==> src/rtl/alu8_pkg.sv <==
// Shared definitions for the byte-wide ALU and its multi-byte sequencer.
// Op code layout is {k, i, j, c_in}: k selects arithmetic, i/j shape operand B.
// Flag vectors are ordered {C, Z, V, N} from bit 3 down to bit 0.
package alu8_pkg;

    // Op code bit positions
    localparam int OPB_K   = 3;
    localparam int OPB_I   = 2;
    localparam int OPB_J   = 1;
    localparam int OPB_CIN = 0;

    // Canonical op codes
    localparam logic [3:0] OP_ADD = 4'b1100;
    localparam logic [3:0] OP_SUB = 4'b1111;
    localparam logic [3:0] OP_INC = 4'b1001;
    localparam logic [3:0] OP_DEC = 4'b1010;
    localparam logic [3:0] OP_AND = 4'b0000;
    localparam logic [3:0] OP_OR  = 4'b0100;
    localparam logic [3:0] OP_XOR = 4'b0010;

    // Flag bit indices within rsp_flg
    localparam int FLG_C = 3;
    localparam int FLG_Z = 2;
    localparam int FLG_V = 1;
    localparam int FLG_N = 0;

    // Sequencer states
    typedef enum logic [1:0] {
        ST_IDLE = 2'd0,
        ST_RUN  = 2'd1,
        ST_DONE = 2'd2
    } state_t;

endpackage

==> src/rtl/alu8.sv <==
// Byte-wide combinational ALU: arithmetic a + ((b & i) ^ j) + c_in, or a logic op.
// Latency: purely combinational, zero cycles.
// Backpressure: none; the caller owns all sequencing.
module alu8
    import alu8_pkg::*;
(
    input  logic [7:0] a,
    input  logic [7:0] b,
    input  logic [3:0] op,
    output logic [7:0] res,
    output logic       c_out
);

    logic [7:0] bx;
    logic [8:0] sum;

    // Shape B, add with carry, or pick a logic function when k is clear
    always_comb begin
        bx    = (b & {8{op[OPB_I]}}) ^ {8{op[OPB_J]}};
        sum   = {1'b0, a} + {1'b0, bx} + {8'b0, op[OPB_CIN]};
        res   = 8'h00;
        c_out = 1'b0;
        if (op[OPB_K]) begin
            res   = sum[7:0];
            c_out = sum[8];
        end else begin
            case ({op[OPB_I], op[OPB_J]})
                2'b00:   res = a & b;
                2'b10:   res = a | b;
                2'b01:   res = a ^ b;
                default: res = ~(a ^ b);
            endcase
        end
    end

endmodule

==> src/rtl/alu8_seq.sv <==
// Byte-serial W-bit ALU: one alu8 driven LSB-first over NBYTES cycles, carry chained in a register.
// Latency: rsp_valid rises NBYTES edges after the command is accepted.
// Backpressure: result and flags hold in DONE until rsp_ready; commands are refused until back in IDLE.
module alu8_seq
    import alu8_pkg::*;
#(
    parameter int NBYTES = 4
) (
    input  logic                  clk,
    input  logic                  rst,
    input  logic                  cmd_valid,
    output logic                  cmd_ready,
    input  logic [3:0]            cmd_op,
    input  logic [8*NBYTES-1:0]   cmd_a,
    input  logic [8*NBYTES-1:0]   cmd_b,
    output logic                  rsp_valid,
    input  logic                  rsp_ready,
    output logic [8*NBYTES-1:0]   rsp_res,
    output logic [3:0]            rsp_flg
);

    localparam int W  = 8 * NBYTES;
    localparam int IW = $clog2(NBYTES);

    state_t         state;
    logic [3:0]     op_q;
    logic [W-1:0]   a_q;
    logic [W-1:0]   b_q;
    logic [IW-1:0]  idx;
    logic           carry;
    logic           zacc;

    logic [7:0]     alu_a;
    logic [7:0]     alu_b;
    logic [7:0]     alu_res;
    logic           alu_cin;
    logic           alu_cout;
    logic           zbyte;
    logic           last;
    logic           bx_msb;

    // Only IDLE takes commands, and never while reset is asserted
    assign cmd_ready = (state == ST_IDLE) && !rst;

    // Select the current byte lane and the carry feeding it
    always_comb begin
        alu_a   = a_q[{idx, 3'b000} +: 8];
        alu_b   = b_q[{idx, 3'b000} +: 8];
        alu_cin = (idx == '0) ? op_q[OPB_CIN] : carry;
        zbyte   = (alu_res == 8'h00);
        last    = (idx == IW'(NBYTES - 1));
        bx_msb  = (b_q[W-1] & op_q[OPB_I]) ^ op_q[OPB_J];
    end

    alu8 u_alu8 (
        .a     (alu_a),
        .b     (alu_b),
        .op    ({op_q[OPB_K:OPB_J], alu_cin}),
        .res   (alu_res),
        .c_out (alu_cout)
    );

    // Sequencer: capture in IDLE, one byte per RUN cycle, hold result in DONE
    always_ff @(posedge clk or posedge rst) begin
        if (rst) begin
            state     <= ST_IDLE;
            op_q      <= '0;
            a_q       <= '0;
            b_q       <= '0;
            idx       <= '0;
            carry     <= 1'b0;
            zacc      <= 1'b0;
            rsp_valid <= 1'b0;
            rsp_res   <= '0;
            rsp_flg   <= '0;
        end else begin
            case (state)
                ST_IDLE: begin
                    if (cmd_valid) begin
                        op_q    <= cmd_op;
                        a_q     <= cmd_a;
                        b_q     <= cmd_b;
                        idx     <= '0;
                        carry   <= 1'b0;
                        zacc    <= 1'b1;
                        rsp_res <= '0;
                        state   <= ST_RUN;
                    end
                end
                ST_RUN: begin
                    rsp_res[{idx, 3'b000} +: 8] <= alu_res;
                    carry <= alu_cout;
                    zacc  <= zacc & zbyte;
                    if (last) begin
                        // Flags come from the whole-word result; the top byte is in flight here
                        rsp_flg[FLG_C] <= op_q[OPB_K] & alu_cout;
                        rsp_flg[FLG_Z] <= zacc & zbyte;
                        rsp_flg[FLG_V] <= op_q[OPB_K] & (a_q[W-1] == bx_msb)
                                          & (alu_res[7] != a_q[W-1]);
                        rsp_flg[FLG_N] <= alu_res[7];
                        rsp_valid      <= 1'b1;
                        state          <= ST_DONE;
                    end else begin
                        idx <= idx + 1'b1;
                    end
                end
                ST_DONE: begin
                    if (rsp_ready) begin
                        rsp_valid <= 1'b0;
                        state     <= ST_IDLE;
                    end
                end
                default: state <= ST_IDLE;
            endcase
        end
    end

endmodule

==> config.mk <==
export PLATFORM = sky130hd
export DESIGN_NAME = alu8_seq
export DESIGN_NICKNAME = d
export VERILOG_FILES = /design/src/rtl/alu8_pkg.sv /design/src/rtl/alu8.sv /design/src/rtl/alu8_seq.sv
export SDC_FILE = /design/constraint.sdc
export NUM_CORES = 1
export LEC_CHECK = 0
export CAP_MARGIN = 0
export CORE_MARGIN = 10
export CORE_UTILIZATION = 56
export CTS_CLUSTER_DIAMETER = 60
export DETAILED_ROUTE_END_ITERATION = 16
export PLACE_DENSITY = 0.85
export SLEW_MARGIN = 20
export SYNTH_ARGS = -nofsm -noshare
export SYNTH_HDL_FRONTEND = slang
export SYNTH_SLANG_ARGS = --single-unit
export TNS_END_PERCENT = 10
==> constraint.sdc <==
create_clock -name clk -period 10 [get_ports clk]
set_clock_uncertainty 0.1 [all_clocks]
set_input_delay 1.5 -clock clk [delete_from_list [all_inputs] [get_ports clk]]
set_output_delay 1.5 -clock clk [all_outputs]
set_load 0.02 [all_outputs]
==> flow_summary.ini <==
[timing]
rsz0062_at_grt = false
slew_headroom_pct = 31.57
setup_viol = 0
hold_viol = 0
setup_tns_ns = 0
finalMaxSlewViolations = 0
timing.fmax_mhz = 230.1
worst_pin_slew_ns = 1.010
period_share_pct = 43.45
fin_crit_ns = 4.345

[yosys]
yosysSeqAreaShare_pct = 48.80
syn_avg_cell_area_um2 = 12.11
synth-edff-count = 0
ys_types = 41
yosysTopAreaCell = dfrtp_1
synth_fp_nets = 572
synth_ff_type = dfrtp_1
synth.top_cell.area_share_pct = 48.80
ys_top_cells_by_area = dfrtp_1 49%, mux2_2 14%, mux4_2 6.3%
synthesis.area_um2 = 5692
synthArstFlopShare_pct = 100.0
ys_seq_elements = 111
synthCells = 470
yosysWarnings = 0

[grt]
grt_usage_pct = 18.44
grt_overflow = 0
grt_pass1_vias = 4230
grt_first_pass_wirelength_mm = 21.67
grt_max_degree = 82
antenna_found_initial = 0

[pwr]
p_leak_nw = 3.042
p_total_w = 0.002720
powerDensity_nw_per_um2 = 381.8
ir_drop_v = 0.0001757

[placed_design]
dp_hpwl_mm = 10.13
place_congestion = 0.9094
port_buffers = 109

[clock_tree]
numClockSinks = 111
root_buffer = clkbuf_8
clockBufferDepth = 2
clk_pin_slew_ns = 0.10
clock_latency_ns = 0.38
cts_buffers = 9
cts_hold_buf = 0
cts_tree = built
cts_resized = 0
h-tree-depth = 3
post-cts-setup-buffers = 0

[critical_path]
crit_buf_inv = 2
timing_worst_setup_path_type = primary input to output port
crit_path_max_incr_delay_ns = 0.63
cp_max_fo = 2
crit_arrival_ns = 2.75
path_cells = clkdlybuf4s50_1, nor3_1, clkdlybuf4s50_1
required_ns = 8.40
slowest_stage = clkdlybuf4s50_1
end_kind = output port
crit_top_cell = clkdlybuf4s50_1
start_kind = primary input
cp_top_family = buffers and inverters

[drt]
dr.first_iter.drc_count = 269
drc_errors = 0
wire_per_inst_um = 18.56
dr.pass1.iters = 4
drt_wl_total_mm = 13.23
ant_nets = 0
vias_per_cell = 5.600
vias = 3993

[outcome]
status = completed

[final_layout]
final_nets = 677
area_delta_synth_final_pct = 25.15
n_antenna_cell = 0
drive_gt1_share_pct = 19.66

[die]
initial_core_util_pct = 57.96
dieArea_um2 = 14600
fp.dieW_um = 120.8
ioPinCount = 110
rows = 36
die_y_um = 120.8
core_area_um2 = 9819

[min_path]
hold_path_class = flop to flop

[run]
maxCapViolations = 0
cell usage after synthesis, types with 2 or more instances:
library cell / n
a211o_1: 3
a211oi_1: 2
a21o_1: 2
a21oi_1: 12
a21oi_2: 2
a22o_1: 17
and3_1: 2
buf_2: 14
clkbuf_1: 4
dfrtp_1: 111
fa_1: 2
ha_1: 28
inv_1: 25
mux2_2: 69
mux2i_1: 4
mux4_2: 16
nand2_1: 51
nand2b_1: 3
nand3_1: 7
nand4_1: 4
nor2_1: 10
nor2b_1: 4
nor3_1: 5
o21a_1: 2
o21ai_0: 28
o22ai_1: 4
o31ai_1: 4
or3_1: 3
xnor2_1: 14
xor2_1: 7
through the flow:
step | cells | hold WS (ns) | area, um2 | setup slack [ns] | util [%]
final | 713 | 0.3916 | 7123 | 5.655 | 72.54
after global routing | 713 | 0.4270 | 7123 | 5.605 | 72.54
after CTS | 713 | 0.3934 | 7119 | 5.653 | 72.50
after detailed placement | 697 | 0.3708 | 6890 | 5.657 | 70.17
after global placement | 697 | 0.3620 | 6890 | 5.651 | 70.17
after floorplan | 470 | 0.3750 | 5692 | 5.469 | -
area by class of cell:
class / count / area [um2]
clock buffers: 10 / 137.6
clock inverters: 6 / 91.34
fillers: 733 / 2696
inverters: 25 / 96.34
multi-input cells: 314 / 2721
flip-flops and latches: 111 / 2778
well taps: 133 / 166.4
repair buffers: 114 / 1132
cells in the final DEF (no fill, tap or decap), drive strengths merged, types with 5 or more instances in the layout:
cell type        n
a21oi           14
a22o            17
buf              5
clkbuf          10
clkdlybuf4s50  109
dfrtp          111
ha              28
inv             26
mux2            69
mux4            16
nand2           51
nand3            7
nor2            10
nor3             5
o21ai           29
xnor2           14
xor2             7
cell families after synthesis:
family	Yosys count	synth area share, %
buffers and inverters	45	3.473
muxes	89	20.69
AOI/OAI and AO/OA	81	9.606
and+or+nand+nor	93	7.342
DFF	111	48.80
adders and majority gates	30	6.859
xor gates and xnor gates	21	3.232
final timing paths:
| kind | startpoint | end | slack (ns) | depth (start not counted) |
|---|---|---|---|---|
| max | rst | cmd_ready | 5.65 | 3 |
| min | rsp_res[2] | rsp_res[2] | 0.39 | 2 |
| max reg2reg | idx[0] | rsp_flg[2] | 6.07 | 12 |
| min reg2reg | rsp_res[2] | rsp_res[2] | 0.39 | 2 |
| max in group asynchronous | rst | b_q[5] | 7.40 | 3 |
| min in group asynchronous | rst | rsp_res[23] | 1.37 | 2 |
power breakdown:
part           internal (W)  switching [W]  leakage, nW
Sequential         0.000635       0.000126         1.38
Clock              0.000149       0.000156        0.105
Combinational      0.000757       0.000897         1.55
metal layers:
layer	track usage, %	share of wire [%]	vias up
li1	-	-	1877
met1	22.47	42	1972
met2	30.85	50	123
met3	4.421	6.0	21
met4	7.391	2.3	0
met5	0	0	-
worst min-delay path, delay by kind of cell, from the launching register on:
kind	cells	cell delay (ns)
flip-flops	1	0.36
AO/OA/AOI/OAI	1	0.06
AND/OR/NAND/NOR	1	0.05
sequential cells by signal, indices dropped and copies added (netlist names):
signal,flops
a_q,32
op_q,4
rsp_flg,4
rsp_valid,1
zacc,1
idx,2
rsp_res,32
state,2
b_q,32
carry,1
Note: power is estimated with default switching activity, not from simulation.
